--- src/rtl/scoreboard_regfile_if.sv ---
// Bus bundle for the scoreboarded register file: read, write and
// reservation requests from the issuing side, read results and status back.
interface scoreboard_regfile_if #(
  parameter int DATA_W = 8,
  parameter int ADDR_W = 5
);
  logic [ADDR_W-1:0] rsrc1;
  logic [ADDR_W-1:0] rsrc2;
  logic              read;
  logic [DATA_W-1:0] out1;
  logic [DATA_W-1:0] out2;
  logic              out_valid;
  logic              busy1;
  logic              busy2;
  logic              write;
  logic [ADDR_W-1:0] rdst;
  logic [DATA_W-1:0] in;
  logic              rsv;
  logic [ADDR_W-1:0] rsv_addr;
  logic [ADDR_W:0]   busy_count;
  logic              wr_err;

  modport master (
    output rsrc1, rsrc2, read, write, rdst, in, rsv, rsv_addr,
    input  out1, out2, out_valid, busy1, busy2, busy_count, wr_err
  );

  modport slave (
    input  rsrc1, rsrc2, read, write, rdst, in, rsv, rsv_addr,
    output out1, out2, out_valid, busy1, busy2, busy_count, wr_err
  );
endinterface

--- src/rtl/scoreboard_regfile.sv ---
// Register file with a per-register busy scoreboard. Two registered read
// ports, one write port, one reservation port, a running busy count and a
// sticky error flag for writes that land on a register nobody reserved.
module scoreboard_regfile #(
  parameter int DATA_W   = 8,
  parameter int ADDR_W   = 5,
  parameter bit ZERO_REG = 1'b1,
  parameter bit BYPASS   = 1'b1
) (
  input logic                 clk,
  input logic                 reset,
  scoreboard_regfile_if.slave bus
);
  localparam int DEPTH = 2 ** ADDR_W;

  logic [DATA_W-1:0] regs_reg [DEPTH];
  logic [DEPTH-1:0]  busy_reg;
  logic [DEPTH-1:0]  busy_next;
  logic [ADDR_W:0]   busy_count_reg;
  logic [ADDR_W:0]   busy_count_next;
  logic              wr_err_reg;
  logic              out_valid_reg;
  logic [DATA_W-1:0] rd_data_reg [2];
  logic [1:0]        rd_busy_reg;

  logic              wr_ok;
  logic              rsv_ok;
  logic              cnt_inc;
  logic              cnt_dec;
  logic [ADDR_W-1:0] raddr [2];
  logic [DATA_W-1:0] rd_data_next [2];
  logic [1:0]        rd_busy_next;
  logic [1:0]        fwd_hit;
  logic [1:0]        zero_hit;

  // Register 0 is hard-wired when ZERO_REG is set: writes and reservations
  // to it are dropped before they reach any state.
  assign wr_ok  = bus.write && !(ZERO_REG && (bus.rdst == '0));
  assign rsv_ok = bus.rsv && !(ZERO_REG && (bus.rsv_addr == '0));

  // Count moves by at most one: a reservation of a free register adds one,
  // a write that frees a busy register subtracts one unless the same-cycle
  // reservation re-marks that register.
  assign cnt_inc = rsv_ok && !busy_reg[bus.rsv_addr];
  assign cnt_dec = wr_ok && busy_reg[bus.rdst] &&
                   !(rsv_ok && (bus.rsv_addr == bus.rdst));
  assign busy_count_next = busy_count_reg + (ADDR_W+1)'(cnt_inc)
                                          - (ADDR_W+1)'(cnt_dec);

  // Next busy vector: write clears first, reservation sets last so it wins.
  always_comb begin
    busy_next = busy_reg;
    if (wr_ok) busy_next[bus.rdst] = 1'b0;
    if (rsv_ok) busy_next[bus.rsv_addr] = 1'b1;
  end

  assign raddr[0] = bus.rsrc1;
  assign raddr[1] = bus.rsrc2;

  // Per read port: zero register first, then write forwarding, then storage.
  for (genvar gi = 0; gi < 2; gi++) begin : g_rd
    assign zero_hit[gi] = ZERO_REG && (raddr[gi] == '0);
    assign fwd_hit[gi]  = BYPASS && wr_ok && (raddr[gi] == bus.rdst);
    assign rd_data_next[gi] = zero_hit[gi] ? '0 :
                              fwd_hit[gi]  ? bus.in :
                                             regs_reg[raddr[gi]];
    assign rd_busy_next[gi] = zero_hit[gi] ? 1'b0 :
                              fwd_hit[gi]  ? (rsv_ok && (bus.rsv_addr == raddr[gi])) :
                                             busy_reg[raddr[gi]];
  end

  // All state: storage, scoreboard, count, error flag and read results.
  always_ff @(posedge clk) begin
    if (reset) begin
      for (int i = 0; i < DEPTH; i++) regs_reg[i] <= '0;
      busy_reg       <= '0;
      busy_count_reg <= '0;
      wr_err_reg     <= 1'b0;
      out_valid_reg  <= 1'b0;
      rd_data_reg[0] <= '0;
      rd_data_reg[1] <= '0;
      rd_busy_reg    <= '0;
    end else begin
      if (wr_ok) regs_reg[bus.rdst] <= bus.in;
      busy_reg       <= busy_next;
      busy_count_reg <= busy_count_next;
      if (wr_ok && !busy_reg[bus.rdst]) wr_err_reg <= 1'b1;
      out_valid_reg  <= bus.read;
      if (bus.read) begin
        rd_data_reg[0] <= rd_data_next[0];
        rd_data_reg[1] <= rd_data_next[1];
        rd_busy_reg    <= rd_busy_next;
      end
    end
  end

  assign bus.out1       = rd_data_reg[0];
  assign bus.out2       = rd_data_reg[1];
  assign bus.busy1      = rd_busy_reg[0];
  assign bus.busy2      = rd_busy_reg[1];
  assign bus.out_valid  = out_valid_reg;
  assign bus.busy_count = busy_count_reg;
  assign bus.wr_err     = wr_err_reg;
endmodule
--- src/flat_wrapper.sv ---
// flat-port wrapper written by rule: the top's interface ports become plain ports
module scoreboard_regfile_flat 
#(
  parameter int DATA_W   = 8,
  parameter int ADDR_W   = 5,
  parameter bit ZERO_REG = 1'b1,
  parameter bit BYPASS   = 1'b1
)
  (clk, reset, bus_rsrc1, bus_rsrc2, bus_read, bus_write, bus_rdst, bus_in, bus_rsv, bus_rsv_addr, bus_out1, bus_out2, bus_out_valid, bus_busy1, bus_busy2, bus_busy_count, bus_wr_err);
  scoreboard_regfile_if #(.DATA_W(DATA_W), .ADDR_W(ADDR_W)) bus_i ();
  input logic clk;
  input logic reset;
  input wire logic [$bits(bus_i.rsrc1)-1:0] bus_rsrc1;
  input wire logic [$bits(bus_i.rsrc2)-1:0] bus_rsrc2;
  input wire logic [$bits(bus_i.read)-1:0] bus_read;
  input wire logic [$bits(bus_i.write)-1:0] bus_write;
  input wire logic [$bits(bus_i.rdst)-1:0] bus_rdst;
  input wire logic [$bits(bus_i.in)-1:0] bus_in;
  input wire logic [$bits(bus_i.rsv)-1:0] bus_rsv;
  input wire logic [$bits(bus_i.rsv_addr)-1:0] bus_rsv_addr;
  output wire logic [$bits(bus_i.out1)-1:0] bus_out1;
  output wire logic [$bits(bus_i.out2)-1:0] bus_out2;
  output wire logic [$bits(bus_i.out_valid)-1:0] bus_out_valid;
  output wire logic [$bits(bus_i.busy1)-1:0] bus_busy1;
  output wire logic [$bits(bus_i.busy2)-1:0] bus_busy2;
  output wire logic [$bits(bus_i.busy_count)-1:0] bus_busy_count;
  output wire logic [$bits(bus_i.wr_err)-1:0] bus_wr_err;
  assign bus_i.rsrc1 = bus_rsrc1;
  assign bus_i.rsrc2 = bus_rsrc2;
  assign bus_i.read = bus_read;
  assign bus_i.write = bus_write;
  assign bus_i.rdst = bus_rdst;
  assign bus_i.in = bus_in;
  assign bus_i.rsv = bus_rsv;
  assign bus_i.rsv_addr = bus_rsv_addr;
  assign bus_out1 = bus_i.out1;
  assign bus_out2 = bus_i.out2;
  assign bus_out_valid = bus_i.out_valid;
  assign bus_busy1 = bus_i.busy1;
  assign bus_busy2 = bus_i.busy2;
  assign bus_busy_count = bus_i.busy_count;
  assign bus_wr_err = bus_i.wr_err;
  scoreboard_regfile #(.DATA_W(DATA_W), .ADDR_W(ADDR_W), .ZERO_REG(ZERO_REG), .BYPASS(BYPASS)) u_core (.clk(clk), .reset(reset), .bus(bus_i));
endmodule
--- config.mk ---
export PLATFORM = sky130hd
export DESIGN_NAME = scoreboard_regfile_flat
export DESIGN_NICKNAME = d
export VERILOG_FILES = /design/src/rtl/scoreboard_regfile_if.sv /design/src/rtl/scoreboard_regfile.sv /design/src/flat_wrapper.sv
export SDC_FILE = /design/constraint.sdc
export NUM_CORES = 1
export LEC_CHECK = 0
export CAP_MARGIN = 0
export CORE_ASPECT_RATIO = 0.5
export CORE_UTILIZATION = 50
export CTS_CLUSTER_SIZE = 20
export DETAILED_ROUTE_END_ITERATION = 12
export PLACE_DENSITY = 0.67
export SETUP_SLACK_MARGIN = 0.3
export SLEW_MARGIN = 20
export SYNTH_ARGS = -nofsm -noshare
export SYNTH_HDL_FRONTEND = slang
export SYNTH_SLANG_ARGS = --single-unit
--- constraint.sdc ---
create_clock -name clk -period 4.7 [get_ports clk]
set_input_delay 0.94 -clock clk [delete_from_list [all_inputs] [get_ports clk]]
set_output_delay 0.94 -clock clk [all_outputs]
set_load 0.1 [all_outputs]
==> results of run 1 <==
Yosys cell counts, types with 3 or more instances:
master	n
nand2b_1	9
clkbuf_1	72
dfxtp_1	42
o32ai_1	4
a211oi_1	9
or2_2	4
o21ai_0	9
a21o_1	30
nand4_1	4
a211o_1	7
o211ai_1	3
mux2i_1	82
mux4_1	3
or3_1	6
o22ai_1	37
xnor2_1	21
o221ai_1	24
buf_1	6
xor2_1	8
nor3_1	21
edfxtp_1	272
nand3_1	10
buf_2	22
a21oi_1	26
nor2_1	47
nand2_1	21
and2_1	250
nor3b_1	4
buf_4	5
a221o_1	7
a22oi_1	6
nand4b_1	3
o31ai_1	3
ha_1	6
nor2b_1	16
mux4_2	136
buf_6	4
inv_1	44
worst max-delay path, delay by kind of cell:
| family | cells | cell delay (ns) |
|---|---|---|
| AO/OA/AOI/OAI | 5 | 0.90 |
| buffers and inverters | 3 | 0.74 |
| multiplexers | 2 | 0.85 |
| AND/OR/NAND/NOR | 2 | 0.43 |
| adder cells (fa/ha/maj) | 2 | 0.49 |
logic make-up after synthesis:
logic type | Yosys count
AO/OA/AOI/OAI | 182
AND/OR/NAND/NOR | 407
multiplexers | 222
flip-flops | 314
other | 1
XOR/XNOR | 29
buffers and inverters | 156
adder cells (fa/ha/maj) | 7
stage by stage:
stage | setup slack (ns) | power (W)
floorplan | 0.7596 | 0.004148
global placement | 0.2519 | 0.004523
detailed placement | 0.2542 | 0.004550
CTS | 0.8605 | 0.006886
global route | 0.6667 | 0.007073
finish | 0.8328 | 0.006900
routing by layer:
| layer | part of all wire [%] | wire length [um] | vias up |
|---|---|---|---|
| li1 | - | - | 5134 |
| met1 | 40 | 22160 | 6250 |
| met2 | 45 | 25330 | 726 |
| met3 | 12 | 6713 | 119 |
| met4 | 3.2 | 1806 | 0 |
| met5 | 0 | 0 | - |
final cells by class:
type	instances	area [sq um]	area share, %
flip-flops and latches	314	9009	45.67
multi-input cells	855	8066	40.89
repair buffers	103	949.7	4.814
clock buffers	40	809.5	4.104
well taps	475	594.3	3.013
inverters	46	172.7	0.8754
clock inverters	18	121.4	0.6153
diodes	1	2.502	0.01269
worst max path at each step:
stage / startpoint / end / slack [ns] / depth (start not counted)
6_report: bus_rdst[0] / u_core.bus.busy_count[5] / 0.83 / 14
5_1_grt: bus_rdst[0] / u_core.bus.busy_count[5] / 0.67 / 14
4_1_cts: bus_rdst[0] / u_core.bus.busy_count[5] / 0.86 / 14
3_5_place_dp: bus_rdst[0] / u_core.bus.busy_count[5] / 0.25 / 14
3_3_place_gp: bus_rdst[0] / u_core.bus.busy_count[4] / 0.25 / 15
2_1_floorplan: bus_rdst[0] / u_core.bus.busy_count[5] / 0.76 / 14
power by group:
| group | internal, W | switching [W] |
|---|---|---|
| logic | 0.000444 | 0.000787 |
| clock network | 0.00127 | 0.00111 |
| registers | 0.00319 | 0.0000925 |
==> impl.org, run 1 <==
** Route
- Average wire per standard cell :: slightly above 30 um
- First-iteration detailed-routing DRC count :: 1598
- The first detailed-routing pass took 5 iterations.
- Summed over all layers, the routed wires come to 56000 um.
- After detailed routing, the number of vias per cell comes to ~6.6.
- Summing over every cut layer, the via total after detailed routing is 12230.
- Residual antenna-violating net count after detailed routing :: 0
- Residual DRC :: 0

** Setup path
- Among all stages on the critical path, the largest delay is contributed by clkdlybuf4s50_1.
- Data on the critical path arrives at its endpoint at roughly 4.4 ns.
- Critical path, cell by cell :: clkdlybuf4s50_1, buf_12, mux4_2, a22oi_1, nand4_1, nor3b_1, ha_1, inv_1, ha_1, a21o_1, a21oi_1, o21bai_1, a21oi_1, mux2_2
- Crit Reg-Reg Startpoint :: u_core.busy_reg[31]
- In this run the worst path has a maximum fanout of 19.
- R2r setup slk :: approximately 1.6 ns
- Data on the critical path is required at its endpoint by about 5.2 ns.
- Class of the most critical setup path :: input pin to flip-flop
- Kind of start point of the critical path :: input pin
- In this design, the stage delay of the slowest critical-path cell is 0.51 ns.
- Endpoint type of the worst setup path :: flip-flop
- In this run the critical register-to-register path is captured at u_core.bus.busy_count[5].
- Number of cell instances on the worst register-to-register path :: 12

** GRT
- Number of global-route vias before repair :: 11970
- In the global route stage, overall resource usage came out at between 30% and 40%.
- For this run, global-route usage on met1 was measured as a little over two fifths.
- Global-route wire length before repair :: about 81000 um
- Entering global routing, the biggest net connects 56 pins.
- Global routing's busiest layer :: met2
- For met3 alone, demand over resource in global routing was 9.869%.
- The initial antenna violation count came to 1.
- In the global route stage, met2 resource usage came out at 48.28%.
- The total overflow left after global routing is 0.

** Finish
- Max FFs per register :: ~260
- Total non-filler cell area in the finished layout :: ~20000 sq um
- At the end of the flow the core is filled with cells to 56.82%.
- The library cell used most frequently in the layout, excluding fill and tap cells, is edfxtp_1.
- In the layout the commonest cells are 272 x edfxtp_1, 250 x and2_1, 136 x mux4_2, 82 x mux2i_1, 52 x clkdlybuf4s50_1.
- For this run, the post-layout net count is ~1400.
- The finished layout holds roughly 1900 standard cells, fillers aside.
- Of the cells placed in the final design, the portion with a size suffix greater than 1 is between 15 and 20%.
- Area growth from synthesis to layout :: 11.27%
- Filler cells :: between 2000 and 3000

** STA
- The final-report hold violation count is 0.
- Setup repair after global routing left no endpoint under its margin.
- After layout, the worst path uses between 80 and 90% of the clock period.
- Count of pins over their slew limit :: 0
- The smallest clock period supported by the final layout is computed as between 3 and 4 ns.
- Worst Hold Margin :: between 0.5 and 0.6 ns
- Clock skew after layout :: about 0.020 ns
- At the pin with the least slew margin, the transition time is just under 1 ns.
- Static timing analysis puts the maximum clock frequency at ~0.26 GHz.
- Final setup TNS :: 0 ns
- Headroom to the max-slew limit :: between 30% and 40%
- Setup violations remaining at the end of the flow were counted as 0.

** Synth
- Counting every instance in the synthesized netlist gives 1318.
- Measured against the total synthesized area, the mux share comes to between 20% and 30%.
- Synth Area per Inst :: ~13 sq um
- Most area-hungry cell type in the Yosys netlist :: edfxtp_1
- Cell types with the largest area share after synthesis :: edfxtp_1 46%, mux4_2 17%, and2_1 8.8%, dfxtp_1 4.7%, mux2i_1 4.6%
- For this run, the leading register cell type out of synthesis is edfxtp_1.
- Yosys mapped the design onto 66 distinct sky130hd cell types.
- Compound-Gate Fraction of Synth Area :: 7.559%
- Basic-gate share of the synthesized area counting and, or, nand and nor cells :: between 10 and 15%
- Share of the synthesized netlist area taken by xor and xnor gates :: about 1.4%
- Area fraction of the dominant cell type after synthesis :: a little under half
- After Yosys synthesis, full adders, half adders and majority gates account for less than 1% of the synthesized area.
- EDFF count, synth :: around 270
- Main combinational cell family by area after synthesis :: multiplexers
- The share of the Yosys chip area taken by registers is 50.82%.
- Yosys Warn Count :: 0
- Post-synthesis cell area :: approximately 18000 sq um
- Async set-reset flop share out of synthesis :: 0%
- Register bit count reported by yosys :: about 310

** Clock network
- Once the clock tree was built, the setup fixing pass inserted 0 buffers.
- Clock latency on the worst-skew pair, taken at its later pin, is roughly 0.60 ns.
- Buffers from clock root to sink, at most :: 3
- In this run the number of H-tree levels came out at 1.
- TritonCTS created 31 clock buffers.
- TritonCTS built the clock tree.
- Total of hold buffers inserted after clock tree synthesis :: 0
- Counting every sink on the clock net gives 314.
- Clock tree synthesis selected as its root buffer the cell clkbuf_16.
- Once the clock tree was built, the resizer swapped 0 gates to a different size.
- Clk slew on worst S/H paths :: approximately 0.07 ns

** Pwr
- Power spread over the standard cell area amounts to 349.8 nW/um^2.
- Static Leakage :: about 7.0 nW
- VDD sags by at most around 0.00024 V.

** Floorplan
- Ports :: roughly 60
- Starting Density :: 51.07%
- The die covers 36260 sq um.
- After floorplanning, the core was divided into 48 placement rows.
- Die Width :: roughly 270 um
- Standard cell core area :: 34710 sq um
- The floorplan step set the die height to around 140 um.

** Hold path
- Worst-case hold path end point :: u_core.bus.wr_err
- HP Start :: u_core.bus.wr_err
- Hold path cells :: 2
- Hold WC Path Type :: flip-flop to flip-flop

** Placement
- Port buffer count :: between 50 and 60
- Placed wire-length estimate :: 39360 um
- GP Congestion :: ~1
- Once placement finished, the instance area stood at around 19000 sq um.
- Counting tap cells, the placed design contains a total of about 1800 instances.

** Flow run
- Max cap viols :: 0

** Run status
- The run finished with clean final reports.
(Power assumes the default switching activity.)
==> run 2, diff against run 1 <==
--- a/config.mk
+++ b/config.mk
@@ -10,7 +10,7 @@
 export CORE_UTILIZATION = 50
 export CTS_CLUSTER_SIZE = 20
 export DETAILED_ROUTE_END_ITERATION = 12
-export PLACE_DENSITY = 0.67
+export PLACE_DENSITY = 0.7
 export SETUP_SLACK_MARGIN = 0.3
 export SLEW_MARGIN = 20
 export SYNTH_ARGS = -nofsm -noshare
==> constraint.sdc (replaced) <==
create_clock -name clk -period 3.15 [get_ports clk]
set_input_delay 0.63 -clock clk [delete_from_list [all_inputs] [get_ports clk]]
set_output_delay 0.63 -clock clk [all_outputs]
set_load 0.1 [all_outputs]
==> impl.org, run 2 (synthesized netlist as in run 1, its figures left out) <==
** STA
- The worst hold margin is 0.3898 ns (-0.1130 ns).
- Unrepaired setup endpoints after global routing :: true
- Based on the critical path, the design can be clocked at up to between 0.3 and 0.4 GHz.
- The final-report hold violation count was 0 (unchanged).
- In the finished design, the share of the clock period the worst path needs comes to between 90% and 100%.
- Minimum clock period after layout :: 2.920 ns
- The worst clock skew on the final layout came to 0.04224 ns (+0.02234 ns).
- Final setup TNS :: 0 ns (unchanged)
- Headroom to the max-slew limit :: 50.56% (+17 points)
- The measured slew at the worst slew-check pin is 0.7393 ns (-0.2517 ns).
- The count of endpoints failing setup in the final report came to 0 (unchanged).
- Count of pins over their slew limit :: 0 (unchanged)

** Setup path
- Kind of cell adding the most delay to the critical path :: multiplexers
- For this design, the slowest cell found on the critical path is mux4_2.
- Maximum fanout along the worst path :: 5 (-14)
- Critical Path Max Stage Delay :: 0.49 ns (-0.02 ns)
- Most frequent cell on the critical path :: ha_4
- CP Buf/Inv Count :: 1 (-2)
- Worst Path Required :: 3.59 ns (-1.59 ns)
- Endpoint type of the worst setup path :: flip-flop
- Crit Reg-Reg Startpoint :: u_core.busy_reg[18]
- The data arrival at the endpoint of the critical path was 3.36 ns (-0.99 ns).
- Critical path startpoint :: u_core.busy_reg[18]
- Critical path, cell by cell :: mux4_2, a22oi_2, nand4_1, nor3b_4, ha_4, inv_2, ha_4, a21o_1, a21oi_2, o21bai_1, a21oi_1, mux2_2
- Class of the most critical setup path :: flip-flop to flip-flop
- Kind of start point of the critical path :: flip-flop

** Floorplan
- Chip Height :: 135.1 um (unchanged)
- The site row count is 48 (unchanged).
- Die Width :: 268.3 um (unchanged)
- Standard cell core area :: 34710 sq um (unchanged)
- Ports :: 59 (unchanged)
- Starting Density :: 51.07% (unchanged)
- The floorplan die area is 36260 sq um (unchanged).

** Finish
- The number of nets at the end of the flow was 1517 (+9.1%).
- The top cell types in the final layout, fill and taps aside, are 272 x edfxtp_1, 250 x and2_1, 183 x buf_4, 136 x mux4_2, 82 x mux2i_1.
- The count of filler cells inserted in the layout was 2665 (-5.8%).
- Fraction of layout cells with a size suffix above 1 :: 28.33% (+11 points)
- From synthesis to final layout, the design area changed by 18.09%.
- Max FFs per register :: 256 (unchanged)
- Commonest non-fill, non-tap cell in the layout :: edfxtp_1

** GRT
- Global routing's busiest layer :: met2
- The wire length of the first global-routing pass was 83040 um (+2.4%).
- The number of global-route vias before repair came to 12580 (+5.1%).
- The maximum number of pins on one net before global-route repair came to 44 (-21%).
- GR met2 Demand/Resource :: 49.64% (+1.4 points)
- The met1 usage came to 43.47% (+0.60 points).
- Initial antenna violation count :: 2 (+1)
- The overflow left after global routing is 0 (unchanged).
- Global routing met3 resource utilization :: 9.142% (-0.73 points)
- Aggregate global-route resource usage :: 31.74% (+0.37 points)

** Clock network
- The maximum root-to-sink buffer count is 3 (unchanged).
- The sink count of the clock tree came to 314 (unchanged).
- The H-tree depth was 1 (unchanged).
- The cell sitting at the root of the clock tree is a clkbuf_16.
- The hold-fix buffer count after cts came to 0 (unchanged).
- Clk slew on worst S/H paths :: 0.07 ns (about the same)
- Inserted Clock Buffers :: 30 (-3.2%)
- Clk_lat worst skew :: 0.59 ns (about the same)
- TritonCTS clock tree :: done

** Pwr
- The power per cell area was 496.8 nW/um^2 (+42%).
- The worst voltage drop across the vdd grid is 0.0004154 V (+71%).
- The sum of internal, switching and leakage power is 0.01040 W (+51%).
- The internal power component came to 0.007454 W (+52%).
- The leakage dissipation is 7.794 nW (+12%).
- Sequential share of power :: 47.1% (-0.5 points)
- Combinational cell fraction of total power :: 19.0% (+1.2 points)
- Net Switching :: 0.002946 W (+48%)
- Clock power share :: 33.9% (-0.7 points)
- The switching part of the total power was 28.33% (-0.55 points).

** Route
- The routed wire length came to 56370 um (+0.66%).
- The starting DRC count in detailed routing came to 1637 (+2.4%).
- First-pass iteration count of the detailed router :: 7 (+2)
- Routed via count divided by cell count :: 6.467 (-2.1%)
- The vias after detailed routing came to 12790 (+4.5%).
- Average wire per standard cell :: 28.51 um (-5.7%)
- Residual DRC :: 0 (unchanged)
- The number of routed nets with antenna violations came to 0 (unchanged).

** Hold path
- HP Start :: reset
- Hold WC Path Type :: input pin to flip-flop

** Run status
- The run finished with clean final reports.

** Flow run
- Max cap viols :: 0 (unchanged)

** Placement
- Placed wire-length estimate :: 41250 um (+4.8%)
- The final weighted congestion in routability-driven placement is 1.049 (+3.6%).
- Port buffer count :: 58 (unchanged)
[run 2: timing repair]
action | in CTS | in global routing
cloned | 4 | 0
pin swaps | 16 | 9
resized for setup | 42 | 7
hold endpoints to repair | 0 | 0
setup buffers | 7 | 2
setup endpoints to repair | 6 | 3
[run 2: routing by layer]
metal / vias up / part of all wire (%)
li1: 5389 / -
met1: 6435 / 39
met4: 0 / 2.8
met3: 128 / 12
met5: - / 0
met2: 833 / 46
[run 2: stage by stage]
stage	instance area, sq um	setup WS (ns)	util [%]	instances
final	20930	0.2302	60.30	1977
after global placement	19730	-0.8542	56.83	1907
after floorplan	17810	-0.1017	-	1325
after CTS	20910	0.1978	60.23	1973
after detailed placement	19730	-0.8301	56.83	1907
after global routing	20930	0.1272	60.30	1976
[run 2: final timing paths]
| check | slack, ns | cells past startpoint | end |
|---|---|---|---|
| worst max-delay path | 0.23 | 12 | u_core.bus.busy_count[5] |
| worst min-delay path | 0.39 | 2 | u_core.bus.out_valid |
| worst max register to register | 0.23 | 12 | u_core.bus.busy_count[5] |
| worst min register to register | 0.50 | 2 | u_core.bus.wr_err |
[run 2: area by class of cell]
| cell class | count | area [sq um] | share of cell area (%) |
|---|---|---|---|
| clock inverters | 19 | 160.2 | 0.7650 |
| flip-flops and latches | 314 | 9025 | 43.11 |
| clock buffers | 36 | 773.2 | 3.694 |
| repair buffers | 230 | 2021 | 9.653 |
| diodes | 2 | 5.005 | 0.02391 |
| inverters | 46 | 172.7 | 0.8248 |
| well taps | 475 | 594.3 | 2.839 |
| multi-input cells | 855 | 8183 | 39.09 |
[run 2: power groups by stage]
stage	Sequential [W]	Clock [W]	Combinational [W]
global placement	0.00496	0	0.00187
CTS	0.00489	0.00354	0.00193
finish	0.00490	0.00353	0.00198
floorplan	0.00525	0	0.000953
global route	0.00492	0.00368	0.00206
detailed placement	0.00498	0	0.00189
